[config.mk]
export PLATFORM = sky130hd
export DESIGN_NAME = gpio_apb_arb
export DESIGN_NICKNAME = d
export VERILOG_FILES = /design/src/rtl/gpio_apb_arb.sv
export SDC_FILE = /design/constraint.sdc
export NUM_CORES = 1
export LEC_CHECK = 0
export ABC_CLOCK_PERIOD_IN_PS = 1600
export CORE_MARGIN = 2
export CORE_UTILIZATION = 24
export CTS_BUF_LIST = sky130_fd_sc_hd__clkbuf_8
export DETAILED_ROUTE_END_ITERATION = 12
export SLEW_MARGIN = 20
export SYNTH_ARGS = -nofsm -noshare
export SYNTH_HDL_FRONTEND = slang
export SYNTH_SLANG_ARGS = --single-unit
[constraint.sdc]
create_clock -name pclk -period 1.6 [get_ports pclk]
set_input_delay 0.32 -clock pclk [delete_from_list [all_inputs] [get_ports pclk]]
set_output_delay 0.32 -clock pclk [all_outputs]
set_load 0.01 [all_outputs]
[src/rtl/gpio_apb_arb.sv]
// Two-requester round-robin arbiter driving an APB master port
// toward a GPIO register bank, with a per-transfer ACCESS timeout.
module gpio_apb_arb #(
   parameter int DATA_WIDTH = 8,
   parameter int ADDR_WIDTH = 8,
   parameter int TIMEOUT    = 16
) (
   input  logic                  pclk,
   input  logic                  presetn,
   input  logic                  req0_valid,
   input  logic                  req0_write,
   input  logic [ADDR_WIDTH-1:0] req0_addr,
   input  logic [DATA_WIDTH-1:0] req0_wdata,
   output logic                  req0_done,
   output logic                  req0_err,
   input  logic                  req1_valid,
   input  logic                  req1_write,
   input  logic [ADDR_WIDTH-1:0] req1_addr,
   input  logic [DATA_WIDTH-1:0] req1_wdata,
   output logic                  req1_done,
   output logic                  req1_err,
   output logic [DATA_WIDTH-1:0] rsp_rdata,
   output logic [ADDR_WIDTH-1:0] paddr,
   output logic                  pwrite,
   output logic                  pselx,
   output logic                  penable,
   output logic [DATA_WIDTH-1:0] pwdata,
   input  logic [DATA_WIDTH-1:0] prdata,
   input  logic                  pready
);

   localparam int CW = $clog2(TIMEOUT + 1);
   localparam logic [CW-1:0] TLAST = CW'(TIMEOUT - 1);

   localparam logic [1:0] S_IDLE   = 2'd0;
   localparam logic [1:0] S_SETUP  = 2'd1;
   localparam logic [1:0] S_ACCESS = 2'd2;
   localparam logic [1:0] S_RESP   = 2'd3;

   logic [1:0]            state_q, state_d;
   logic                  gnt_q, gnt_d;
   logic                  last_q, last_d;
   logic                  write_q, write_d;
   logic [ADDR_WIDTH-1:0] addr_q, addr_d;
   logic [DATA_WIDTH-1:0] wdata_q, wdata_d;
   logic [DATA_WIDTH-1:0] rdata_q, rdata_d;
   logic                  psel_q, psel_d;
   logic                  pen_q, pen_d;
   logic [1:0]            done_q, done_d;
   logic [1:0]            err_q, err_d;
   logic [CW-1:0]         tcnt_q, tcnt_d;
   logic                  win;

   // Next-state logic: arbitration, APB phase sequencing and timeout.
   always_comb begin
      state_d = state_q;
      gnt_d   = gnt_q;
      last_d  = last_q;
      write_d = write_q;
      addr_d  = addr_q;
      wdata_d = wdata_q;
      rdata_d = rdata_q;
      psel_d  = psel_q;
      pen_d   = pen_q;
      tcnt_d  = tcnt_q;
      done_d  = 2'b00;
      err_d   = 2'b00;
      win     = 1'b0;
      unique case (state_q)
         S_IDLE: begin
            if (req0_valid || req1_valid) begin
               if (req0_valid && req1_valid) win = ~last_q;
               else                          win = req1_valid;
               gnt_d   = win;
               write_d = win ? req1_write : req0_write;
               addr_d  = win ? req1_addr  : req0_addr;
               wdata_d = win ? req1_wdata : req0_wdata;
               psel_d  = 1'b1;
               pen_d   = 1'b0;
               state_d = S_SETUP;
            end
         end
         S_SETUP: begin
            pen_d   = 1'b1;
            tcnt_d  = '0;
            state_d = S_ACCESS;
         end
         S_ACCESS: begin
            if (pready) begin
               if (!write_q) rdata_d = prdata;
               done_d[gnt_q] = 1'b1;
               last_d  = gnt_q;
               psel_d  = 1'b0;
               pen_d   = 1'b0;
               state_d = S_RESP;
            end else if (tcnt_q == TLAST) begin
               err_d[gnt_q] = 1'b1;
               last_d  = gnt_q;
               psel_d  = 1'b0;
               pen_d   = 1'b0;
               state_d = S_RESP;
            end else begin
               tcnt_d = tcnt_q + 1'b1;
            end
         end
         S_RESP: begin
            state_d = S_IDLE;
         end
         default: begin
            state_d = S_IDLE;
            psel_d  = 1'b0;
            pen_d   = 1'b0;
         end
      endcase
   end

   // State registers; reset aborts any transfer without a completion pulse.
   always_ff @(posedge pclk or negedge presetn) begin
      if (!presetn) begin
         state_q <= S_IDLE;
         gnt_q   <= 1'b0;
         last_q  <= 1'b1;
         write_q <= 1'b0;
         addr_q  <= '0;
         wdata_q <= '0;
         rdata_q <= '0;
         psel_q  <= 1'b0;
         pen_q   <= 1'b0;
         done_q  <= 2'b00;
         err_q   <= 2'b00;
         tcnt_q  <= '0;
      end else begin
         state_q <= state_d;
         gnt_q   <= gnt_d;
         last_q  <= last_d;
         write_q <= write_d;
         addr_q  <= addr_d;
         wdata_q <= wdata_d;
         rdata_q <= rdata_d;
         psel_q  <= psel_d;
         pen_q   <= pen_d;
         done_q  <= done_d;
         err_q   <= err_d;
         tcnt_q  <= tcnt_d;
      end
   end

   assign paddr     = addr_q;
   assign pwrite    = write_q;
   assign pwdata    = wdata_q;
   assign pselx     = psel_q;
   assign penable   = pen_q;
   assign rsp_rdata = rdata_q;
   assign req0_done = done_q[0];
   assign req1_done = done_q[1];
   assign req0_err  = err_q[0];
   assign req1_err  = err_q[1];

endmodule
==> results.toml, run 1 <==
[synthesis]
syn_nets = 222
synth_seq_cells = 40
netlist_area_um2 = 1939
syn_inst = 167
synth_area_per_cell_um2 = 11.61
synth.distinct_cells = 34
ys_seq_area_frac = 0.5168
ys_warn_count = 0

[power]
power_density_nw_per_um2 = 1602
peakVddDrop_mv = 0.4456
finalPower_uw = 5080
leakage_uw = 0.001461

[floorplanning]
fp.dieH_um = 93.89
start_util = 0.2497
core_area_um2 = 7767
num_rows = 32
die_area_um2 = 8815
die_w_um = 93.89
boundaryPins = 78

[timing]
tns_ns = -0.06655
fin_hold_ws_ns = 0.4162
layout_setup_ws_ns = -0.03688
setup_viol = 3
rsz0062_at_grt = "true"
period_minus_slack_ns = 1.637
final_max_slew_viol_count = 0
max_freq_mhz = 610.9
fin_worst_skew_ns = 0.003646
worst_pin_slew_ns = 0.2950
period_share = 1.023
timing_hold_violations_final = 0
slew_headroom = 0.8008

[clocking]
htreeDepth = 2
clk_pin_slew_ns = 0.08
tritoncts = "yes"
cts_buffer_depth = 2
cts_buffers = 5
cts.sinks = 40
cts_root_buf = "clkbuf_8"
clk_latency_ns = 0.29

[flow_run]
maxCapViolCount = 0

[final_layout]
syn2layout_area_growth_pct = 63.55
n_antenna_cell = 0
drive_above_1_share = 0.2137
design_area_um2 = 3172
nNetsFinal = 317

[grt]
antenna_found_initial = 0
grt-ovfl-total = 0
track_usage = 0.1110
grt_max_degree = 36
first_global_vias = 1599
grt_pass1_wl_um = 7521

[routing]
ant_nets = 0
routedWlPerCell_um = 12.66
drc = 0
wirelength_um = 4610
drt_first_pass_iters = 3
routed-via-count = 1526
via_per_inst = 4.192
first_iter_violations = 16

[setup_path]
r2r_setup_slack_ns = -0.04
reg2reg_to = "state_q[1]"
cp-end-kind = "flop"
arrival_ns = 1.82
r2r-start = "tcnt_q[1]"
crit_end = "state_q[1]"
worst-r2r-cell-count = 6
startpoint = "tcnt_q[1]"
worst_setup_path_start_kind = "flop"
required_ns = 1.78
critPathMaxFanout = 3
crit_type = "flop to flop"

[outcome]
violations = "negative setup slack"
outcome = "finished with violations"

[placement]
place_area_um2 = 2978
post-place-ws_ns = -0.2555
dp_hpwl_um = 3453
port_buffers = 77
gp_congestion = 0.7156

[min_path]
min_path_type = "input port to asynchronous set/reset pin"
==> flip-flops by register name, indices dropped and copies added, names as in the netlist <==
signal	flops
pwdata	8
rsp_rdata	8
gnt_q	1
state_q	2
done_q	2
err_q	2
pselx	1
pwrite	1
tcnt_q	5
last_q	1
paddr	8
penable	1
==> placed cells by master (no fill, tap or decap), types with 2 or more instances in the layout <==
master,n
a21o_1,2
buf_12,3
buf_4,15
bufinv_16,2
clkbuf_8,5
clkdlybuf4s50_1,75
dfrtp_1,39
ha_1,4
ha_2,2
ha_4,2
inv_1,5
mux2_2,3
mux2_4,8
mux2i_1,21
nand2_1,24
nor2_1,3
nor3b_1,3
o21ai_0,20
or2_4,2
==> critical path: stages, from the launching register on <==
cell     delay [ns]
dfrtp_1        0.39
ha_2           0.19
and3_4         0.20
ha_4           0.17
nor3b_4        0.23
a21oi_2        0.07
mux2_2         0.28
==> through the flow <==
| stage | instances | util |
|---|---|---|
| 6_report | 364 | 0.4083 |
| 5_1_grt | 364 | 0.4083 |
| 4_1_cts | 363 | 0.4029 |
| 3_5_place_dp | 355 | 0.3834 |
| 3_3_place_gp | 355 | 0.3834 |
| 2_1_floorplan | 167 | - |
==> synthesized netlist by cell type <==
master	number	area, µm²
or2_2	1	6.260
dfrtp_1	39	975.9
inv_1	5	18.77
o311ai_0	1	8.760
o22ai_1	1	6.260
buf_2	3	15.01
nor2b_1	1	6.260
buf_6	3	33.78
nor4b_1	1	8.760
nand3_1	1	5.000
mux2_4	8	120.1
and3_1	1	6.260
mux2_2	3	33.78
o21ai_1	1	5.000
or2_1	1	6.260
o21ai_0	21	105.1
a21bo_2	1	10.01
a21o_1	2	15.01
a21oi_1	1	5.000
mux2i_1	21	210.2
xnor2_1	1	8.760
nor2_1	4	15.01
nor3b_1	4	30.03
dfstp_2	1	26.28
a211oi_1	1	7.510
or3_1	1	6.260
and4bb_2	1	12.51
and3_2	1	7.510
and4b_2	1	11.26
ha_1	8	100.1
nand2b_1	1	6.260
xor2_1	1	8.760
clkbuf_1	2	7.510
nand2_1	24	90.09
==> layer usage <==
metal / part of all wire / GRT usage / wire length (µm)
met1: 0.43 / 0.1342 / 1974
met2: 0.50 / 0.1863 / 2306
met3: 0.057 / 0.03371 / 265
met4: 0.014 / 0.03986 / 64
met5: 0 / 0 / 0
==> final cells by class <==
type                       instances  area (µm²)
multi-input combinational        114       947.2
tap                              102       127.6
timing repair buffer              96       947.2
inverter                           5       18.77
clock buffer                       5       68.82
fill                             749        4596
sequential                        40        1002
clock inverter                     2       60.06
==> repair_timing <==
action / CTS / global route
endpoints found under the hold margin: 6 / 0
buffers inserted: 0 / 1
hold buffers: 1 / 0
setup endpoints to repair: 14 / 16
pin swaps: 2 / 5
gates resized for setup: 6 / 5
==> kinds of logic after synthesis <==
| logic type | synth area share |
|---|---|
| XOR/XNOR | 0.009034 |
| buffers and inverters | 0.03871 |
| flip-flops | 0.5168 |
| AO/OA/AOI/OAI | 0.08387 |
| multiplexers | 0.1877 |
| adder cells (fa/ha/maj) | 0.05161 |
| AND/OR/NAND/NOR | 0.1123 |
==> report_power, final <==
part | total (µW) | internal [µW] | switching (µW) | leakage, µW
logic | 2400 | 1440 | 965 | 0.000897
clock network | 969 | 614 | 355 | 0.0000642
registers | 1710 | 1450 | 260 | 0.000500
total | 5080 | 3500 | 1580 | 0.00146
==> worst min path at each step <==
stage | startpoint | endpoint | slack [ns] | cells after the start
finish | presetn | pselx | 0.42 | 2
global route | presetn | pselx | 0.45 | 2
CTS | presetn | pselx | 0.42 | 2
detailed placement | presetn | pselx | 0.20 | 1
global placement | presetn | pselx | 0.20 | 1
floorplan | presetn | done_q[0] | 0.02 | 0
(Power assumes the default switching activity.)
==> inputs of run 2 (changes only) <==
--- a/config.mk
+++ b/config.mk
@@ -5,11 +5,13 @@
 export SDC_FILE = /design/constraint.sdc
 export NUM_CORES = 1
 export LEC_CHECK = 0
-export ABC_CLOCK_PERIOD_IN_PS = 1600
+export ABC_CLOCK_PERIOD_IN_PS = 1500
+export CORE_ASPECT_RATIO = 1.4
 export CORE_MARGIN = 2
 export CORE_UTILIZATION = 24
 export CTS_BUF_LIST = sky130_fd_sc_hd__clkbuf_8
 export DETAILED_ROUTE_END_ITERATION = 12
+export HOLD_SLACK_MARGIN = 0.05
 export SLEW_MARGIN = 20
 export SYNTH_ARGS = -nofsm -noshare
 export SYNTH_HDL_FRONTEND = slang
==> constraint.sdc (replaced) <==
create_clock -name pclk -period 1.5 [get_ports pclk]
set_input_delay 0.3 -clock pclk [delete_from_list [all_inputs] [get_ports pclk]]
set_output_delay 0.3 -clock pclk [all_outputs]
set_load 0.01 [all_outputs]
==> results.toml, run 2 (same netlist as run 1, synthesis figures left out) <==
[final_layout]
design_area_um2 = 3157
regArea_um2 = 1003
final_cells = 364
nFillCells = 804
multi_input_area_um2 = 959.7
layout_common_cells = "clkdlybuf4s50_1 (49), dfrtp_1 (38), nand2_1 (23)"
final_common_cell = "clkdlybuf4s50_1"
drive_above_1_share = 0.2348
n_antenna_cell = 0
syn2layout_area_growth_pct = 62.77
nNetsFinal = 318

[routing]
wirelength_um = 4588
routedWlPerCell_um = 12.60
via_per_inst = 4.190
routed-via-count = 1525
first_iter_violations = 87
drc = 0
drt_first_pass_iters = 4
ant_nets = 0

[timing]
rsz0062_at_grt = "true"
max_freq_mhz = 616.9
layout_setup_ws_ns = -0.1211
timing_hold_violations_final = 0
slew_headroom = 0.8091
tns_ns = -0.5440
final_max_slew_viol_count = 0
period_minus_slack_ns = 1.621
period_share = 1.081
worst_pin_slew_ns = 0.2828
setup_viol = 8
fin_worst_skew_ns = 0.01089
fin_hold_ws_ns = 0.4743

[floorplanning]
fp.dieH_um = 110.4
start_util = 0.2487
boundaryPins = 78
core_area_um2 = 7797
num_rows = 38
die_w_um = 79.98
die_area_um2 = 8826

[placement]
dp_hpwl_um = 3486
place_area_um2 = 3008
post-place-ws_ns = -0.3680
port_buffers = 77
gp_congestion = 0.7729
placed_cells = 354

[clocking]
cts_root_buf = "clkbuf_8"
cts.sinks = 40
clk_pin_slew_ns = 0.08
cts_buffer_depth = 2
clk_latency_ns = 0.29
cts_buffers = 5
tritoncts = "yes"
htreeDepth = 2

[outcome]
violations = "negative setup slack"
outcome = "finished with violations"

[setup_path]
required_ns = 1.72
cp-end-kind = "flop"
r2r_setup_slack_ns = -0.12
reg2reg_to = "tcnt_q[3]"
crit_end = "tcnt_q[3]"
worst_setup_path_start_kind = "flop"
critPathMaxFanout = 4
crit_type = "flop to flop"
worst-r2r-cell-count = 6
startpoint = "tcnt_q[1]"
arrival_ns = 1.85
r2r-start = "tcnt_q[1]"

[power]
power_density_nw_per_um2 = 1567
power_frac_comb = 0.483
p_clk_frac = 0.149
power.internal_uw = 3261
p_sw_uw = 1686
peakVddDrop_mv = 0.5654
swShare = 0.3409
leakage_uw = 0.001574
p_seq_frac = 0.367

[grt]
track_usage = 0.1097
first_global_vias = 1588
grt_max_degree = 41
grt_pass1_wl_um = 7493
grt-ovfl-total = 0
antenna_found_initial = 0

[flow_run]
maxCapViolCount = 0

[min_path]
min_path_type = "flop to flop"
[run 2: worst min path at each step]
stage                     startpoint         to  slack (ns)  depth (start not counted)
after floorplan              presetn  done_q[0]       0.004                          0
after global placement       presetn  tcnt_q[1]        0.29                          2
after detailed placement     presetn  tcnt_q[1]        0.29                          2
after CTS                  pwdata[1]  pwdata[1]        0.48                          2
after global routing       pwdata[2]  pwdata[2]        0.51                          2
final                      pwdata[1]  pwdata[1]        0.47                          2
[run 2: power by group through the flow]
| stage | clock [µW] | combinational, µW | sequential [µW] |
|---|---|---|---|
| after floorplan | 0 | 1120 | 1990 |
| after global placement | 0 | 2520 | 1850 |
| after detailed placement | 0 | 2570 | 1860 |
| after CTS | 784 | 2440 | 1830 |
| after global routing | 824 | 2680 | 1880 |
| final | 739 | 2390 | 1820 |
[run 2: layout make-up]
class                   instances  share of cell area
clock inverters                 2            0.003567
well taps                     100             0.03964
inverters                       5            0.005945
flip-flops and latches         40              0.3179
clock buffers                   6             0.02616
multi-input cells             114              0.3040
repair buffers                 97              0.3028
[run 2: what timing repair did]
action                                  CTS  global route
buffers inserted                          0             1
hold buffers                              1             0
resized for setup                        24            15
endpoints found under the hold margin    39             0
pin swaps                                 2             2
endpoints found under the setup margin   35            37
[run 2: worst max-delay path, stage by stage, from the launching register on]
cell,delay [ns]
dfrtp_1,0.39
ha_2,0.19
and3_4,0.20
ha_4,0.18
or2_4,0.24
nor4b_2,0.22
or3_1,0.13
[run 2: routing by layer]
metal / vias to the layer above / share of wire / global-route usage
met2: 45 / 0.54 / 0.1929
met4: 0 / 0.019 / 0.04722
li1: 769 / - / -
met1: 704 / 0.39 / 0.1257
met5: - / 0 / 0
met3: 7 / 0.057 / 0.02687
[run 2: through the flow]
step	util	total power [µW]
detailed placement	0.3858	4432
floorplan	-	3112
global route	0.4048	5383
global placement	0.3858	4376
finish	0.4048	4948
CTS	0.3991	5059
